**src/rtl/v_hier_nibble_tx.sv**
```systemverilog
// Purpose: word-to-nibble serializer feeding the leaf avec bus and reassembling returned qvec nibbles.
// Latency: word accepted at E0, nibble k on avec in cycle k+1, out_valid in cycle NIBS+1 (NIBS+2 with parity).
// Backpressure: in_ready only in IDLE; result held in HOLD until out_ready; avec burst cannot be stalled.
// Optional feature: define V_HIER_PARITY_EN to append an XOR parity nibble and latch its return in out_par.
module v_hier_nibble_tx #(
    parameter int NIBS = 4
) (
    input  logic                clk,
    input  logic                reset,
    input  logic [4*NIBS-1:0]   in_data,
    input  logic                in_valid,
    output logic                in_ready,
    output logic [3:0]          avec,
    output logic                avec_valid,
    output logic                avec_last,
    input  logic [3:0]          qvec,
    output logic [4*NIBS-1:0]   out_data,
    output logic [3:0]          out_par,
    output logic                out_valid,
    input  logic                out_ready
);

    localparam int W  = 4 * NIBS;
    localparam int CW = $clog2(NIBS + 1);
`ifdef V_HIER_PARITY_EN
    localparam int LAST = NIBS;
`else
    localparam int LAST = NIBS - 1;
`endif
    localparam logic [CW-1:0] LAST_CNT = CW'(LAST);

    typedef enum logic [1:0] {
        ST_IDLE,
        ST_SHIFT,
        ST_HOLD
    } state_t;

    state_t          r_state;
    logic [W-1:0]    r_shreg;
    logic [CW-1:0]   r_cnt;
    logic [W-1:0]    r_coll;
    logic            r_in_ready;
    logic            r_avec_vld;
    logic            r_avec_last;
    logic            r_out_vld;
    logic [CW-1:0]   w_cnt_inc;

    assign w_cnt_inc = r_cnt + CW'(1);

`ifdef V_HIER_PARITY_EN
    logic [3:0]      r_par;
    logic [3:0]      r_out_par;
    logic [3:0]      w_par_nxt;

    // Running XOR of the data nibbles already sent, including the one on avec now
    assign w_par_nxt = r_par ^ r_shreg[3:0];

    // Parity accumulator and the latched parity-return nibble
    always_ff @(posedge clk or posedge reset) begin
        if (reset) begin
            r_par     <= 4'h0;
            r_out_par <= 4'h0;
        end else if (r_state == ST_IDLE) begin
            if (in_valid) begin
                r_par     <= 4'h0;
                r_out_par <= 4'h0;
            end
        end else if (r_state == ST_SHIFT) begin
            r_par <= w_par_nxt;
            if (r_cnt == CW'(NIBS)) begin
                r_out_par <= qvec;
            end
        end
    end

    assign out_par = r_out_par;
`else
    assign out_par = 4'h0;
`endif

    // Control FSM with registered handshake/strobe outputs, shift register and collect register
    always_ff @(posedge clk or posedge reset) begin
        if (reset) begin
            r_state     <= ST_IDLE;
            r_shreg     <= '0;
            r_cnt       <= '0;
            r_coll      <= '0;
            r_in_ready  <= 1'b1;
            r_avec_vld  <= 1'b0;
            r_avec_last <= 1'b0;
            r_out_vld   <= 1'b0;
        end else begin
            case (r_state)
                ST_IDLE: begin
                    if (in_valid) begin
                        r_shreg     <= in_data;
                        r_cnt       <= '0;
                        r_coll      <= '0;
                        r_in_ready  <= 1'b0;
                        r_avec_vld  <= 1'b1;
                        r_avec_last <= (LAST_CNT == '0);
                        r_state     <= ST_SHIFT;
                    end
                end
                ST_SHIFT: begin
                    for (int i = 0; i < NIBS; i++) begin
                        if (r_cnt == CW'(i)) begin
                            r_coll[4*i +: 4] <= qvec;
                        end
                    end
`ifdef V_HIER_PARITY_EN
                    // After the last data nibble the parity nibble takes its place on avec
                    if (r_cnt == CW'(NIBS - 1)) begin
                        r_shreg <= W'(w_par_nxt);
                    end else begin
                        r_shreg <= r_shreg >> 4;
                    end
`else
                    r_shreg <= r_shreg >> 4;
`endif
                    r_cnt <= w_cnt_inc;
                    if (r_cnt == LAST_CNT) begin
                        r_avec_vld  <= 1'b0;
                        r_avec_last <= 1'b0;
                        r_out_vld   <= 1'b1;
                        r_state     <= ST_HOLD;
                    end else begin
                        r_avec_last <= (w_cnt_inc == LAST_CNT);
                    end
                end
                ST_HOLD: begin
                    if (out_ready) begin
                        r_out_vld  <= 1'b0;
                        r_in_ready <= 1'b1;
                        r_state    <= ST_IDLE;
                    end
                end
                default: begin
                    r_state <= ST_IDLE;
                end
            endcase
        end
    end

    // The shift register drains to zero by the end of a burst, so avec idles at 0
    assign avec       = r_shreg[3:0];
    assign avec_valid = r_avec_vld;
    assign avec_last  = r_avec_last;
    assign in_ready   = r_in_ready;
    assign out_valid  = r_out_vld;
    assign out_data   = r_coll;

endmodule

```
**config.mk**
```make
export PLATFORM = sky130hd
export DESIGN_NAME = v_hier_nibble_tx
export DESIGN_NICKNAME = d
export VERILOG_FILES = /design/src/rtl/v_hier_nibble_tx.sv
export SDC_FILE = /design/constraint.sdc
export NUM_CORES = 1
export LEC_CHECK = 0
export CAP_MARGIN = 10
export CORE_MARGIN = 3
export CORE_UTILIZATION = 52
export DETAILED_ROUTE_END_ITERATION = 12
export PLACE_DENSITY_LB_ADDON = 0.2
export REMOVE_ABC_BUFFERS = 1
export SLEW_MARGIN = 20
export SYNTH_ARGS = -nofsm -noshare
export SYNTH_HDL_FRONTEND = slang
export SYNTH_SLANG_ARGS = --single-unit
```
**constraint.sdc**
```tcl
create_clock -name clk -period 2.3 [get_ports clk]
set_input_delay 0.23 -clock clk [delete_from_list [all_inputs] [get_ports clk]]
set_output_delay 0.23 -clock clk [all_outputs]
set_load 0.02 [all_outputs]
```
## Word-level counts from Yosys, hierarchy flattened

Cells that the tools add are included.
W data, S select, Z words.

| operators by class | value |
|---|---|
| add/subtract/negate cells | 1 |
| equal/unequal tests | 12 |
| multiplexer cells | 25 |
| reduce and logical (&&, ||, !) cells | 13 |

Operator list:

| operator | count |
|---|---|
| $pmux W16 S2 | 2 |
| $mux W16 | 2 |
| $reduce_and A3 Y1 | 7 |
| $mux W4 | 4 |
| $ne A2 B2 Y1 const B | 6 |
| $eq A3 B2 Y1 const B | 3 |
| $pmux W1 S2 | 4 |
| $mux W1 | 7 |
| $mux W2 | 3 |
| $pmux W2 S3 | 1 |
| $pmux W3 S2 | 1 |
| $reduce_bool A2 Y1 | 3 |
| $add A3 B1 Y3 const B | 1 |
| $eq A3 B1 Y1 const B | 1 |
| $logic_not A3 Y1 | 1 |
| $mux W3 | 1 |
| $eq A2 B1 Y1 const B | 1 |
| $eq A2 B2 Y1 const B | 1 |
| $logic_not A2 Y1 | 1 |
| $reduce_and A2 Y1 | 1 |

| word-level totals | value |
|---|---|
| register bits after elaboration | 41 |
| output and inout port bits | 28 |

## Depth between registers and ports, before layout

| logic depth | value |
|---|---|
| word-level depth | 4 |
| gate-level depth with buffers | 6 |
| mapped depth without buffers | 5 |

## Least setup slack after synthesis

No wires, ideal clock.

| timing | value |
|---|---|
| kind | reg-to-reg |
| start point | reg r_cnt[0] |
| end point | reg r_coll[15], in the netlist out_data[15] |
| arrival | 1307 ps |
| slack | 872 ps |
| stages on the path, launching flop included | 6 |
| cells stage by stage | dfrtp_1 ha_1 ha_1 nor2b_1 a22o_1 a22o_1 |

| on the way | value |
|---|---|
| cells in the longest elaborated chain, start to end | 3 |

Ends and longest elaborated chain:

| element | RTL line | text |
|---|---|---|
| from (decl) | 40 | `logic [CW-1:0] r_cnt;` |
| from (signal assigned) | 121 | `r_cnt <= w_cnt_inc;` |
| $eq A3 B2 Y1 | 107 | `if (r_cnt == CW'(i)) begin` |
| $ne A2 B2 Y1 (no line) | -- |  |
| $reduce_and A3 Y1 (no line) | -- |  |
| to (signal, indexed assignment) | 108 | `r_coll[4*i +: 4] <= qvec;` |
| to (decl) | 41 | `logic [W-1:0] r_coll;` |

Every way passes these cells.
A chain may end at the register's enable or synchronous reset.

## Final worst setup path

| timing | value |
|---|---|
| start point | reg r_state[0] |
| end point | reg r_coll[2], in the netlist out_data[2] |

| on the way | value |
|---|---|
| cells in the longest elaborated chain, start to end | 3 |
| elaborated cells on any way between the ends | 7 |

Ends and longest elaborated chain:

| element | RTL line | text |
|---|---|---|
| from (decl) | 38 | `state_t r_state;` |
| from (signal assigned) | 84 | `r_state <= ST_IDLE;` |
| from (signal assigned) | 102 | `r_state <= ST_SHIFT;` |
| from (signal assigned) | 126 | `r_state <= ST_HOLD;` |
| $eq A2 B1 Y1 or $logic_not A2 Y1 (tied branches) | 93 | `case (r_state)` |
| $ne A2 B2 Y1 (no line) or $reduce_bool A2 Y1 (tied branches) | -- |  |
| $reduce_and A3 Y1 (no line) | -- |  |

Several ways; a longest one is shown, not always the timed one.

==> flow_summary.toml <==
[sta]
setup_ws_ns = 0.5393
slew_headroom_pct = 48.75
finalSetupTns_ns = 0
rsz0062_at_grt = "no"
period_share_pct = 76.55
slew_violations = 0
hold_viol = 0
tightest_slew_ns = 0.7687
fmax_ghz = 0.5680
skew_ns = 0.004401
finalSetupViolCount = 0
timing.final.crit_period_ns = 1.761

[cts]
tritoncts = "done"
clkSlewWorstSetupHoldPaths_ns = 0.08
clk_latency_ns = 0.28
clockBufferDepth = 2
cts_setup_buffers = 0
cts_root_buf = "clkbuf_8"
clock-sinks = 41
cts_made_buffers = 5
cts_resized = 0
cts-hold-fix-buffers = 0
htreeDepth = 2

[synthesis]
synth-main-ff-cell = "dfrtp_1"
yosysTopAreaCellShare_pct = 48.81
synth_edf_count = 0
synthDistinctLibCells = 29
ys_ff_latch = 41
synthTopCellsByCount = "dfrtp_1, nand2_1, a22o_1, o21ai_0, mux2i_1"
yosys.area.top_type = "dfrtp_1"
synth_area_leaders = "dfrtp_1, a22o_1, mux2i_1"
syn_area_per_cell_um2 = 10.91
ys_seq_area_share_pct = 50.09
async_flop_share_pct = 100.0
ys_warn_count = 0
syn_area_um2 = 2051
synthMostInstantiatedCell = "dfrtp_1"
synthCells = 188

[cells_and_area]
register_area_um2 = 1027
fin_nets = 263
nFillCells = 279
syn2layout_area_growth_pct = 27.70
multi_input_area_um2 = 880.8
num_antenna_cells = 0
drive_gt1_share_pct = 7.725

[floorplanning]
rows = 22
die_y_um = 68.80
coreArea_um2 = 3744
die_area_um2 = 4733
boundaryPins = 52
die_w_um = 68.80
start_util_pct = 54.78

[placement]
io_buffers = 47
hpwlAfterDp_um = 3515
dp_slack_ns = 0.5745
gp_congestion = 0.8302

[routing]
drtIter0Drc = 138
post-route-drc-count = 0
m1WireLength_um = 1913
vias_per_cell = 5.577
dr_wl_met3_um = 286
via_count = 1567
drt-total-wl_um = 4642
drt_pass1_iterations = 4
routedWlPerCell_um = 16.52
drtAntennaViolNets = 0
wl_met2_um = 2391
top_layer = "met4"

[hold_path]
hp-class = "in2async"

[power_and_ir_drop]
total_power_uw = 3786
p_leak_uw = 0.001197
switchingPower_uw = 1460
vdd_drop_max_v = 0.0007586
p_int_uw = 2326
swShare_pct = 38.56
combPwrFrac_pct = 48.7
cellPowerDensity_nw_per_um2 = 1446
pwr-share-clk_pct = 15.3
p_seq_share_pct = 36.0

[worst_setup_path]
cp-end-kind = "flop"
worstPathMaxFanout = 29
rr_worst_depth = 3
startpoint_type = "flop"
critPathRequiredTime_ns = 2.46
cp.arrival_ns = 1.92
crit_type = "reg2reg"

[global_routing]
antenna_found_initial = 0
grt_pass1_vias = 1560
grt_usage_pct = 21.22
grt_pass1_wl_um = 7334
grt-ovfl-total = 0
grt_max_degree = 42

[outcome]
status = "complete, no violations"

[job]
drv_cap = 0
==> cell families after synthesis <==
logic type | after synthesis | synth area share, %
adder cells (fa/ha/maj) | 7 | 4.271
buffers and inverters | 26 | 7.504
flip-flops | 41 | 50.09
multiplexers | 12 | 5.857
AO/OA/AOI/OAI | 54 | 18.37
other | 1 | 0.1829
AND/OR/NAND/NOR | 47 | 13.73
==> metrics by stage <==
step           util, %  hold slack, ns  cell area, um2  cells
2_1_floorplan        -          0.3469            1942    174
3_3_place_gp     66.84          0.4615            2502    273
3_5_place_dp     66.84          0.4738            2502    273
4_1_cts          69.95          0.4054            2619    281
5_1_grt          69.95          0.4545            2619    281
6_report         69.95          0.3861            2619    281
==> per-layer routing <==
layer / vias to the layer above / track usage [%]
li1: 747 / -
met1: 761 / 26.60
met2: 52 / 36.59
met3: 7 / 5.024
met4: 0 / 5.839
met5: - / 0
==> worst max-delay path, cell delays in order (launching register included) <==
cell and delay, ns:
dfrtp_1 0.85, and4bb_4 0.39, nor2_2 0.07, a221o_1 0.32
==> sequential cells by signal, indices dropped and copies added (netlist names) <==
| signal | cells |
|---|---|
| out_valid | 1 |
| avec_last | 1 |
| r_shreg | 16 |
| in_ready | 1 |
| r_cnt | 3 |
| out_data | 16 |
| avec_valid | 1 |
| r_state | 2 |
==> power groups by stage <==
stage / Combinational (uW) / Clock [uW] / Sequential [uW]
after floorplan: 913 / 0 / 1530
after global placement: 1760 / 0 / 1340
after global routing: 2020 / 621 / 1410
final: 1840 / 580 / 1360
after CTS: 1860 / 589 / 1360
after detailed placement: 1860 / 0 / 1370
==> cell type report <==
cell class / instances / area share (%)
sequential: 41 / 39.23
multi-input combinational: 124 / 33.64
timing repair buffer: 51 / 19.11
clock buffer: 7 / 3.297
tap: 48 / 2.293
inverter: 9 / 1.290
clock inverter: 1 / 1.147
==> placed cells by master (no fill, tap or decap), drive strengths merged, types with 2 or more instances in the layout <==
cell	n
mux2i	12
ha	7
nand2	19
inv	9
nor2b	5
nor2	6
o21ai	21
a221o	8
a21oi	7
and3	8
nand2b	3
clkdlybuf4s50	47
buf	4
nand4bb	2
and4bb	3
conb	4
dfrtp	40
a22o	14
clkbuf	7
==> worst paths after layout <==
check,from,end,slack (ns)
worst min register to register,r_shreg[5],r_shreg[5],0.49
worst max-delay path,r_state[0],out_data[2],0.54
worst max register to register,r_state[0],out_data[2],0.54
worst min-delay path,reset,r_shreg[7],0.39
max in group asynchronous,reset,in_ready,1.56
min in group clk,r_shreg[5],r_shreg[5],0.49
No activity file was read; power rests on OpenSTA's default activity.
